### config.mk
export PLATFORM = sky130hd
export DESIGN_NAME = cgra_apb_csr_mc
export DESIGN_NICKNAME = d
export VERILOG_FILES = /design/src/rtl/cgra_csr_pkg.sv /design/src/rtl/cgra_desc_fifo.sv /design/src/rtl/cgra_apb_csr_mc.sv
export SDC_FILE = /design/constraint.sdc
export NUM_CORES = 1
export LEC_CHECK = 0
export CAP_MARGIN = 10
export CORE_MARGIN = 3
export CORE_UTILIZATION = 40
export DETAILED_ROUTE_END_ITERATION = 8
export GPL_ROUTABILITY_DRIVEN = 0
export MAX_ROUTING_LAYER = met4
export PLACE_DENSITY_LB_ADDON = 0.1
export SLEW_MARGIN = 40
export SYNTH_ARGS = -nofsm -noshare
export SYNTH_HDL_FRONTEND = slang
export SYNTH_SLANG_ARGS = --single-unit
### constraint.sdc
create_clock -name clk -period 13.4 [get_ports clk]
set_clock_uncertainty 0.2 [all_clocks]
set_input_delay 2.01 -clock clk [delete_from_list [all_inputs] [get_ports clk]]
set_output_delay 2.01 -clock clk [all_outputs]
set_load 0.005 [all_outputs]
### src/rtl/cgra_csr_pkg.sv
// Shared definitions for the multi-channel CGRA CSR block: register offsets,
// channel window layout, IRQ bit positions and the DMA descriptor type.
package cgra_csr_pkg;

    // Global register offsets (paddr[9:0])
    localparam logic [9:0] CU_CTRL_OFF    = 10'h000;
    localparam logic [9:0] CU_STATUS_OFF  = 10'h004;
    localparam logic [9:0] CU_CYCLES_OFF  = 10'h008;
    localparam logic [9:0] CU_TIMEOUT_OFF = 10'h00C;
    localparam logic [9:0] IRQ_STATUS_OFF = 10'h010;
    localparam logic [9:0] IRQ_MASK_OFF   = 10'h014;
    localparam logic [9:0] ID_OFF         = 10'h018;

    // Channel window: base 0x100, stride 0x20, index in paddr[7:5]
    localparam logic [9:0] CH_BASE    = 10'h100;
    localparam int         CH_STRIDE  = 32;
    localparam int         CH_IDX_LSB = 5;

    // Channel register offsets inside one channel window
    localparam logic [4:0] CH_CTRL_OFF     = 5'h00;
    localparam logic [4:0] CH_STATUS_OFF   = 5'h04;
    localparam logic [4:0] CH_SRC_OFF      = 5'h08;
    localparam logic [4:0] CH_DST_OFF      = 5'h0C;
    localparam logic [4:0] CH_SIZE_OFF     = 5'h10;
    localparam logic [4:0] CH_DONE_CNT_OFF = 5'h14;

    // IRQ_STATUS bit positions
    localparam int IRQ_CH_DONE_LSB = 0;
    localparam int IRQ_CU_DONE_BIT = 8;
    localparam int IRQ_CH_OVF_LSB  = 16;

    localparam logic [15:0] ID_MAGIC = 16'hC6A2;
    localparam logic [31:0] BAD_DATA = 32'hDEAD_BEEF;

    typedef struct packed {
        logic [31:0] src;
        logic [31:0] dst;
        logic [31:0] size;
    } dma_desc_t;

endpackage

### src/rtl/cgra_desc_fifo.sv
// Synchronous descriptor FIFO, one per DMA channel. Full is judged before a
// same-cycle pop, so a push into a full queue is dropped even if the head
// leaves in the same cycle. Flush has priority over push and pop.
module cgra_desc_fifo
    import cgra_csr_pkg::*;
#(
    parameter int DEPTH = 4
) (
    input  logic                     clk,
    input  logic                     rst_n,
    input  logic                     push,
    input  logic                     pop,
    input  logic                     flush,
    input  dma_desc_t                din,
    output dma_desc_t                dout,
    output logic                     full,
    output logic                     empty,
    output logic [$clog2(DEPTH):0]   level
);

    localparam int AW = $clog2(DEPTH);

    dma_desc_t      mem [DEPTH];
    logic [AW-1:0]  wr_ptr;
    logic [AW-1:0]  rd_ptr;
    logic [AW:0]    count;
    logic           do_push;
    logic           do_pop;

    assign full    = (count == (AW+1)'(DEPTH));
    assign empty   = (count == '0);
    assign level   = count;
    assign dout    = mem[rd_ptr];
    assign do_push = push && !full;
    assign do_pop  = pop && !empty;

    // Pointer, occupancy and storage update; reset and flush empty the queue
    always_ff @(posedge clk) begin
        if (!rst_n) begin
            wr_ptr <= '0;
            rd_ptr <= '0;
            count  <= '0;
            for (int i = 0; i < DEPTH; i++) begin
                mem[i] <= '0;
            end
        end else if (flush) begin
            wr_ptr <= '0;
            rd_ptr <= '0;
            count  <= '0;
        end else begin
            if (do_push) begin
                mem[wr_ptr] <= din;
                wr_ptr      <= wr_ptr + 1'b1;
            end
            if (do_pop) begin
                rd_ptr <= rd_ptr + 1'b1;
            end
            count <= count + {{AW{1'b0}}, do_push} - {{AW{1'b0}}, do_pop};
        end
    end

endmodule

### src/rtl/cgra_apb_csr_mc.sv
// Multi-channel APB CSR block for the CGRA subsystem: Control Unit registers,
// W1C interrupt status/mask, and NUM_CH DMA descriptor queues with staging
// registers and done counters. Optional macro CGRA_CSR_TIMEOUT_EN makes
// CU_TIMEOUT a real register driving cu_max_cycles.
//
// Descriptor handshake: dma_desc_valid[c] is high whenever channel c's queue
// is non-empty and the head descriptor is on the outputs; it is transferred
// (popped) on a rising edge where valid and dma_desc_ready[c] are both high.
// valid never depends on ready, and the head stays stable until popped or
// the queue is flushed/reset.
module cgra_apb_csr_mc
    import cgra_csr_pkg::*;
#(
    parameter int NUM_CH      = 2,
    parameter int QUEUE_DEPTH = 4,
    parameter int ADDR_WIDTH  = 32,
    parameter int DATA_WIDTH  = 32
) (
    input  logic                    clk,
    input  logic                    rst_n,
    input  logic                    psel,
    input  logic                    penable,
    input  logic                    pwrite,
    input  logic [ADDR_WIDTH-1:0]   paddr,
    input  logic [DATA_WIDTH-1:0]   pwdata,
    output logic [DATA_WIDTH-1:0]   prdata,
    output logic                    pready,
    output logic                    pslverr,
    output logic [NUM_CH-1:0]       dma_desc_valid,
    input  logic [NUM_CH-1:0]       dma_desc_ready,
    output logic [NUM_CH*32-1:0]    dma_desc_src,
    output logic [NUM_CH*32-1:0]    dma_desc_dst,
    output logic [NUM_CH*32-1:0]    dma_desc_size,
    input  logic [NUM_CH-1:0]       dma_busy_i,
    input  logic [NUM_CH-1:0]       dma_done_i,
    output logic                    cu_start,
    output logic                    cu_soft_reset,
    output logic [31:0]             cu_max_cycles,
    input  logic                    cu_busy_i,
    input  logic                    cu_done_i,
    input  logic [31:0]             cu_cycles_i,
    output logic                    irq
);

    localparam int LVW = $clog2(QUEUE_DEPTH) + 1;

    // APB decode
    logic        access;
    logic        wr;
    logic [9:0]  addr;
    logic [2:0]  ch_idx;
    logic [4:0]  ch_off;
    logic        glb_region;
    logic        ch_region;
    logic        addr_ok;
    logic [31:0] rd_data;
    logic        unused_bits;

    // Control Unit state
    logic        cu_start_q;
    logic        cu_soft_reset_q;
    logic        cu_done_latch;
    logic [31:0] cu_timeout_q;

    // Interrupts
    logic [31:0] irq_status;
    logic [31:0] irq_mask;
    logic [31:0] irq_set;
    logic [31:0] irq_clr;
    logic [31:0] irq_impl;
    logic        irq_q;

    // Per-channel state
    logic [31:0] src_q      [NUM_CH];
    logic [31:0] dst_q      [NUM_CH];
    logic [31:0] size_q     [NUM_CH];
    logic [31:0] done_cnt   [NUM_CH];
    logic [31:0] ch_status  [NUM_CH];
    logic [LVW-1:0] fifo_level [NUM_CH];
    dma_desc_t   head       [NUM_CH];
    logic [NUM_CH-1:0] ch_sel_wr;
    logic [NUM_CH-1:0] ctrl_wr;
    logic [NUM_CH-1:0] q_push;
    logic [NUM_CH-1:0] q_flush;
    logic [NUM_CH-1:0] q_pop;
    logic [NUM_CH-1:0] q_full;
    logic [NUM_CH-1:0] q_empty;
    logic [NUM_CH-1:0] ovf_set;

    assign access      = psel && penable;
    assign wr          = access && pwrite;
    assign addr        = paddr[9:0];
    assign ch_idx      = addr[CH_IDX_LSB +: 3];
    assign ch_off      = addr[4:0];
    assign glb_region  = (addr[9:8] == 2'b00);
    assign ch_region   = (addr[9:8] == CH_BASE[9:8]);
    assign unused_bits = ^paddr[ADDR_WIDTH-1:10];

    assign pready        = 1'b1;
    assign cu_start      = cu_start_q;
    assign cu_soft_reset = cu_soft_reset_q;
    assign irq           = irq_q;

`ifdef CGRA_CSR_TIMEOUT_EN
    assign cu_max_cycles = cu_timeout_q;
`else
    assign cu_max_cycles = 32'd0;
`endif

    // Per-channel queue wiring, push/flush decode and status word
    for (genvar g = 0; g < NUM_CH; g++) begin : g_ch
        dma_desc_t stage;

        assign ch_sel_wr[g] = wr && ch_region && (ch_idx == 3'(g));
        assign ctrl_wr[g]   = ch_sel_wr[g] && (ch_off == CH_CTRL_OFF);
        assign q_flush[g]   = ctrl_wr[g] && pwdata[1];
        assign q_push[g]    = ctrl_wr[g] && pwdata[0] && !pwdata[1];
        assign ovf_set[g]   = q_push[g] && q_full[g];
        assign q_pop[g]     = !q_empty[g] && dma_desc_ready[g];

        assign stage.src  = src_q[g];
        assign stage.dst  = dst_q[g];
        assign stage.size = size_q[g];

        cgra_desc_fifo #(
            .DEPTH (QUEUE_DEPTH)
        ) u_fifo (
            .clk   (clk),
            .rst_n (rst_n),
            .push  (q_push[g]),
            .pop   (q_pop[g]),
            .flush (q_flush[g]),
            .din   (stage),
            .dout  (head[g]),
            .full  (q_full[g]),
            .empty (q_empty[g]),
            .level (fifo_level[g])
        );

        assign dma_desc_valid[g]         = !q_empty[g];
        assign dma_desc_src[32*g +: 32]  = head[g].src;
        assign dma_desc_dst[32*g +: 32]  = head[g].dst;
        assign dma_desc_size[32*g +: 32] = head[g].size;

        // STATUS word: busy, valid, full, empty, level, overflow
        always_comb begin
            ch_status[g]          = '0;
            ch_status[g][0]       = dma_busy_i[g];
            ch_status[g][1]       = !q_empty[g];
            ch_status[g][2]       = q_full[g];
            ch_status[g][3]       = q_empty[g];
            ch_status[g][8 +: LVW] = fifo_level[g];
            ch_status[g][16]      = irq_status[IRQ_CH_OVF_LSB + g];
        end
    end

    // Read mux and address validity for the current access
    always_comb begin
        rd_data = BAD_DATA;
        addr_ok = 1'b0;
        if (glb_region) begin
            addr_ok = 1'b1;
            case (addr)
                CU_CTRL_OFF:    rd_data = {30'd0, cu_soft_reset_q, 1'b0};
                CU_STATUS_OFF:  rd_data = {30'd0, cu_done_latch, cu_busy_i};
                CU_CYCLES_OFF:  rd_data = cu_cycles_i;
`ifdef CGRA_CSR_TIMEOUT_EN
                CU_TIMEOUT_OFF: rd_data = cu_timeout_q;
`else
                CU_TIMEOUT_OFF: rd_data = 32'd0;
`endif
                IRQ_STATUS_OFF: rd_data = irq_status;
                IRQ_MASK_OFF:   rd_data = irq_mask;
                ID_OFF:         rd_data = {ID_MAGIC, 8'(QUEUE_DEPTH), 8'(NUM_CH)};
                default: begin
                    rd_data = BAD_DATA;
                    addr_ok = 1'b0;
                end
            endcase
        end else if (ch_region) begin
            for (int c = 0; c < NUM_CH; c++) begin
                if (ch_idx == 3'(c)) begin
                    addr_ok = 1'b1;
                    case (ch_off)
                        CH_CTRL_OFF:     rd_data = 32'd0;
                        CH_STATUS_OFF:   rd_data = ch_status[c];
                        CH_SRC_OFF:      rd_data = src_q[c];
                        CH_DST_OFF:      rd_data = dst_q[c];
                        CH_SIZE_OFF:     rd_data = size_q[c];
                        CH_DONE_CNT_OFF: rd_data = done_cnt[c];
                        default: begin
                            rd_data = BAD_DATA;
                            addr_ok = 1'b0;
                        end
                    endcase
                end
            end
        end
    end

    // APB response: data only on reads, error on bad address or queue overflow
    always_comb begin
        prdata  = '0;
        pslverr = 1'b0;
        if (access) begin
            pslverr = !addr_ok || (pwrite && (|ovf_set)) || unused_bits & 1'b0;
            if (!pwrite) begin
                prdata = rd_data;
            end
        end
    end

    // IRQ set/clear sources and the mask of implemented status bits
    always_comb begin
        irq_set  = '0;
        irq_impl = '0;
        irq_set[IRQ_CU_DONE_BIT]  = cu_done_i;
        irq_impl[IRQ_CU_DONE_BIT] = 1'b1;
        for (int c = 0; c < NUM_CH; c++) begin
            irq_set[IRQ_CH_DONE_LSB + c]  = dma_done_i[c];
            irq_set[IRQ_CH_OVF_LSB + c]   = ovf_set[c];
            irq_impl[IRQ_CH_DONE_LSB + c] = 1'b1;
            irq_impl[IRQ_CH_OVF_LSB + c]  = 1'b1;
        end
        irq_clr = (wr && glb_region && addr == IRQ_STATUS_OFF) ? pwdata : '0;
    end

    // Global registers: CU control, done latch, timeout, IRQ status/mask, irq
    always_ff @(posedge clk) begin
        if (!rst_n) begin
            cu_start_q      <= 1'b0;
            cu_soft_reset_q <= 1'b0;
            cu_done_latch   <= 1'b0;
            cu_timeout_q    <= '0;
            irq_status      <= '0;
            irq_mask        <= '0;
            irq_q           <= 1'b0;
        end else begin
            cu_start_q <= wr && glb_region && (addr == CU_CTRL_OFF) && pwdata[0];
            if (wr && glb_region && addr == CU_CTRL_OFF) begin
                cu_soft_reset_q <= pwdata[1];
            end
            if (cu_done_i) begin
                cu_done_latch <= 1'b1;
            end else if (cu_start_q) begin
                cu_done_latch <= 1'b0;
            end
`ifdef CGRA_CSR_TIMEOUT_EN
            if (wr && glb_region && addr == CU_TIMEOUT_OFF) begin
                cu_timeout_q <= pwdata;
            end
`endif
            if (wr && glb_region && addr == IRQ_MASK_OFF) begin
                irq_mask <= pwdata;
            end
            irq_status <= ((irq_status & ~irq_clr) | irq_set) & irq_impl;
            irq_q      <= |(irq_status & irq_mask);
        end
    end

    // Per-channel staging registers and done counters
    always_ff @(posedge clk) begin
        if (!rst_n) begin
            for (int c = 0; c < NUM_CH; c++) begin
                src_q[c]    <= '0;
                dst_q[c]    <= '0;
                size_q[c]   <= '0;
                done_cnt[c] <= '0;
            end
        end else begin
            for (int c = 0; c < NUM_CH; c++) begin
                if (ch_sel_wr[c] && ch_off == CH_SRC_OFF) begin
                    src_q[c] <= pwdata;
                end
                if (ch_sel_wr[c] && ch_off == CH_DST_OFF) begin
                    dst_q[c] <= pwdata;
                end
                if (ch_sel_wr[c] && ch_off == CH_SIZE_OFF) begin
                    size_q[c] <= pwdata;
                end
                if (ch_sel_wr[c] && ch_off == CH_DONE_CNT_OFF) begin
                    done_cnt[c] <= {31'd0, dma_done_i[c]};
                end else if (dma_done_i[c]) begin
                    done_cnt[c] <= done_cnt[c] + 32'd1;
                end
            end
        end
    end

endmodule
=== Word-level counts from Yosys, hierarchy flattened ===
Memories as Yosys holds them, arrays and structs flattened. A register that Yosys moved wholly into a read port is not among the register bits.
Cells that the tools add are included.

* Reductions and logical operators: 57
* Eq/ne operators: 15
* Mux-type cells: 80
* Bitwise gates (word level): 15
* $add $sub $neg: 10

{| class="wikitable"
|+ Operator list
! cell !! number
|-
| $mux W32 || 16
|-
| $pmux W32 S6 || 2
|-
| $pmux W32 S7 || 1
|-
| $mux W96 || 2
|-
| $reduce_or A96 Y1 || 2
|-
| $add A32 B1 Y32 const B || 2
|-
| $mux W1 || 52
|-
| $logic_and A1 B1 Y1 || 35
|-
| $and A18 B32 Y32 || 1
|-
| $reduce_or A32 Y1 || 1
|-
| $eq A10 B5 Y1 const B || 3
|-
| $eq A10 B4 Y1 const B || 2
|-
| $and A18 B18 Y18 || 1
|-
| $mux W18 || 1
|-
| $not A18 Y18 || 1
|-
| $or A18 B18 Y18 || 1
|-
| $mux W2 || 6
|-
| $eq A10 B3 Y1 const B || 1
|-
| $eq A5 B4 Y1 const B || 2
|-
| $eq A5 B5 Y1 const B || 2
|-
| $logic_not A10 Y1 || 1
|-
| $or A1 B1 Y1 || 10
|-
| $logic_not A3 Y1 || 3
|-
| $add A2 B1 Y2 const B || 4
|-
| 15 further kinds || 25
|}

* Output and inout port bits: 263
* Flip-flop bits (word level): 55
* Memories: 6
* RAM bits: 1024
* Bits of input ports: 109

{| class="wikitable"
|+ Memory list
! name !! words !! width !! rd ports !! clocked after Yosys merged registers in !! write ports !! line !! source
|-
| g_ch[0].u_fifo.mem || 4 || 96 || 1 || 1 || 4 || cgra_desc_fifo.sv:23 || <nowiki>dma_desc_t mem [DEPTH];</nowiki>
|-
| g_ch[1].u_fifo.mem || 4 || 96 || 1 || 1 || 4 || cgra_desc_fifo.sv:23 ||
|-
| done_cnt || 2 || 32 || 2 || 0 || 2 || cgra_apb_csr_mc.sv:77 || <nowiki>logic [31:0] done_cnt [NUM_CH];</nowiki>
|-
| dst_q || 2 || 32 || 2 || 0 || 2 || cgra_apb_csr_mc.sv:75 || <nowiki>logic [31:0] dst_q [NUM_CH];</nowiki>
|-
| size_q || 2 || 32 || 2 || 0 || 2 || cgra_apb_csr_mc.sv:76 || <nowiki>logic [31:0] size_q [NUM_CH];</nowiki>
|-
| src_q || 2 || 32 || 2 || 0 || 2 || cgra_apb_csr_mc.sv:74 || <nowiki>logic [31:0] src_q [NUM_CH];</nowiki>
|}

=== Depth between registers and ports, before layout ===
* Word-level depth: 14
* Gate-level depth with buffers: 12
* Depth with buffers taken out: 10

=== Hierarchy ===
From an unflattened synthesis, not the netlist that was laid out.

* Cells, all modules: 3244
* Area total of the unflattened synthesis: 48716.7 um^2

{| class="wikitable"
|+ By module, submodules not included
! module !! times used !! cells each !! area each (um^2) !! sequential area each (um^2)
|-
| cgra_desc_fifo || 2 || 977 || 16950.0 || 11711.2
|-
| cgra_apb_csr_mc || 1 || 1290 || 14816.7 || 8508.2
|}

=== Worst setup path after synthesis ===
No wires, ideal clock.

* Kind: input-to-reg
* From: input paddr[9]
* To: memory g_ch[0].u_fifo.mem[3][0] (netlist bit), enable pin
* Stages: 4
* Path buffers: 1
* Setup slack: -0.500 ns
* Arrival: 12.889 ns
* Data required time: 12.389 ns
* Cell sequence: or4b_1 clkbuf_1 or4_4 o41ai_1

{| class="wikitable"
|+ RTL lines
! item !! line !! source
|-
| start: declaration || cgra_apb_csr_mc.sv:24 || <nowiki>input logic [ADDR_WIDTH-1:0] paddr,</nowiki>
|-
| end: declaration || cgra_desc_fifo.sv:23 ||
|}

=== Worst setup path in the final report ===
* From: input paddr[3]
* To: output prdata[18]

* Longest elaborated chain between the ends: 8

{| class="wikitable"
|+ Ends and longest elaborated chain
! item !! line !! source
|-
| $eq A5 B5 Y1 (tied with other cells) || cgra_apb_csr_mc.sv:184 || <nowiki>case (ch_off)</nowiki>
|-
| $pmux W32 S6 || cgra_apb_csr_mc.sv:184 ||
|-
| $mux W32 (2 in series) || cgra_apb_csr_mc.sv:182 || <nowiki>if (ch_idx == 3'(c)) begin</nowiki>
|-
| $mux W32 || cgra_apb_csr_mc.sv:180 || <nowiki>end else if (ch_region) begin</nowiki>
|-
| $mux W32 * || cgra_apb_csr_mc.sv:161 || <nowiki>if (glb_region) begin</nowiki>
|-
| $mux W32 * || cgra_apb_csr_mc.sv:207 || <nowiki>if (!pwrite) begin</nowiki>
|-
| $mux W32 * || cgra_apb_csr_mc.sv:205 || <nowiki>if (access) begin</nowiki>
|-
| end: declaration || cgra_apb_csr_mc.sv:26 || <nowiki>output logic [DATA_WIDTH-1:0] prdata,</nowiki>
|}

Mark *: on every way between the ends. The rest lies on a longest branch, timed or not.

==> results.ini <==
[outcome]
status = complete, but fails checks
violations = design-rule violations

[sta]
final.period_utilization_pct = 62.99
drv_slew = 0
hold_viol_final = 0
worst_pin_slew_ns = 0.9643
period_needed_ns = 8.441
relSlewSlack_pct = 35.32
setup_viol = 0
fmax_mhz = 118.5
setup_tns_ns = 0
rsz0062_at_grt = false
worst_slack_ns = 4.959

[final_layout]
area_growth_pct = 18.55
drive_above_1_share_pct = 13.96
nets = 3668
final_util_pct = 47.93
fillers = 10450

[setup_path]
worstPathArrival_ns = 6.23
cp_max_fo = 23
regToRegStartpoint = g_ch[0].u_fifo.level[1]
startpoint_type = input pin
timing_worst_setup_path_type = input pin to primary output
cp-startpoint = paddr[3]
cp.required_ns = 11.19
rr_worst_depth = 5
endpoint_kind = primary output

[yosys]
avgSynthCellArea_um2 = 14.82
synth-async-reset-ratio_pct = 0
synth_top_cell_area_share_pct = 63.22
synthTopCellsByCount = 1,024 x edfxtp_1, 870 x and2_1, 192 x mux4_2
syn_inst = 3281
synth_edf_count = 1024
ys.flop_type = edfxtp_1
synth.distinct_cells = 74
syn_area_um2 = 48640
ys_ff_latch = 1083
yosysMostFrequentCell = edfxtp_1
yosysTopAreaCell = edfxtp_1
synthTopCellsByArea = edfxtp_1 63%, and2_1 11%, mux4_2 8.9%, dfxtp_1 2.4%, mux2i_1 1.7%
synth_seq_area_share_pct = 65.65
yosysWarnings = 0

[detailed_routing]
firstDrtPassIters = 9
drc_errors = 1
via_per_inst = 5.770
postRouteAntennaNets = 0
wirelength_mm = 159.4
route.vias.total = 30460
top_layer = met4
m1WireLength_mm = 65.03
routedWlPerCell_um = 30.20
drtIter0Drc = 3681
met2_length_mm = 76.23
route.met3.wl_mm = 14.03

[worst_hold_path]
hp-start = irq_mask[23]
whs_path_depth = 2
hold_class = register to register

[cts]
hold_buffers = 0
cts_made_buffers = 117
htreeDepth = 3
cts-root-buf = clkbuf_16
worstSkewPairLatency_ns = 0.70
cts_sinks = 1083
cts_resized = 0
cts_setup_buffers = 0
cts_tree = built
clk_path_buf_depth = 3
path_clk_slew_ns = 0.06

[grt]
grt_overflow = 0
antenna_found_initial = 19
grt_usage_pct = 25.67
grt_max_degree = 88
grt_pass1_vias = 30160
grt_pass1_wl_mm = 225.2

[floorplanning]
io_pins = 372
core_area_um2 = 120300
die_area_um2 = 125800
start_util_pct = 40.43
die_w_um = 354.7
die_y_um = 354.7
std_cell_rows = 127

[power_and_ir_drop]
p_per_area_nw_per_um2 = 150.6
combPwrFrac_pct = 16.7
net-switching-power_uw = 2186
ir_drop_mv = 0.1245
p_seq_share_pct = 46.3
pwr-share-clk_pct = 37.0
p_leak_uw = 0.01998
p_sw_share_pct = 25.16
p_int_uw = 6500

[placed_design]
place.port_buffers = 316
dp_hpwl_mm = 107.0
pre_cts_ws_ns = 5.146

[run]
cap_viol_max_count = 0

worst max-delay path, cell delays in order:
cell and delay, ns:
clkdlybuf4s50_1 0.70, or4b_2 0.98, nor2_4 0.60, buf_8 0.29, a21oi_1 0.10, a211oi_1 0.84, clkdlybuf4s50_1 0.67
layer usage:
layer / up-vias / GRT usage [%]
met2: 1488 / 40.36
li1: 12920 / -
met1: 15810 / 34.16
met5: - / -
met3: 241 / 5.688
met4: 0 / 6.106
worst paths after layout:
kind                                                   to  slack [ns]
worst min register to register               irq_mask[23]        0.28
worst max register to register  g_ch[0].u_fifo.mem[1][58]        9.88
worst min-delay path                         irq_mask[23]        0.28
worst max-delay path                           prdata[18]        4.96
cells by family after synthesis:
group / after synthesis / synth area share, %
simple gates: 1215 / 15.29
xor+xnor: 32 / 0.5763
other cells: 2 / 0.01544
buf+inv: 294 / 2.619
flops: 1083 / 65.65
fa+ha+maj: 8 / 0.2367
compound gates: 362 / 4.780
mux: 285 / 10.83
power groups by stage:
stage                     Clock (uW)  Sequential (uW)  Combinational [uW]
final                           3220             4020                1450
after global routing            3400             4040                1540
after CTS                       3270             4030                1490
after detailed placement           0             4100                1480
after global placement             0             4090                1470
after floorplan                    0             3970                 791
sequential cells by signal, summed over array words and instances (netlist names), named ones only:
name / count
g_ch.u_fifo.mem: 768
done_cnt: 64
dst_q: 64
size_q: 64
src_q: 64
irq_mask: 32
g_ch.u_fifo.level: 6
irq_status: 5
g_ch.u_fifo.rd_ptr: 4
g_ch.u_fifo.wr_ptr: 4
cu_done_latch: 1
cu_soft_reset: 1
cu_start: 1
irq: 1
per-stage QoR:
| stage | std cells | power [uW] | hold WS, ns | cell area [um2] |
|---|---|---|---|---|
| 3_5_place_dp | 5043 | 5579 | 0.2679 | 53740 |
| 5_1_grt | 5277 | 8989 | 0.2985 | 57650 |
| 2_1_floorplan | 3312 | 4764 | 0.2451 | 48770 |
| 4_1_cts | 5265 | 8790 | 0.2760 | 57560 |
| 6_report | 5279 | 8686 | 0.2787 | 57660 |
| 3_3_place_gp | 5039 | 5565 | 0.2600 | 53530 |
cells in the final DEF (no fill, tap or decap), types with 34 or more instances in the layout:
cell type,count
or4_1,34
mux2i_1,82
clkdlybuf4s50_1,314
nand3_1,73
and2_1,870
edfxtp_1,1024
mux4_2,192
o21ai_0,67
nor2_1,59
a21oi_1,105
clkbuf_1,37
clkbuf_16,120
dfxtp_1,55
buf_4,46
nand2_1,37
area by class of cell:
cell class | count | area, um2 | share of cell area [%]
clock inverter | 53 | 510.5 | 0.8854
multi-input combinational | 1935 | 15950 | 27.67
tap | 1612 | 2017 | 3.498
antenna | 13 | 32.53 | 0.05642
sequential | 1083 | 31950 | 55.41
inverter | 30 | 112.6 | 0.1953
timing repair buffer | 384 | 3780 | 6.556
clock buffer | 169 | 3307 | 5.735
(Power assumes the default switching activity.)
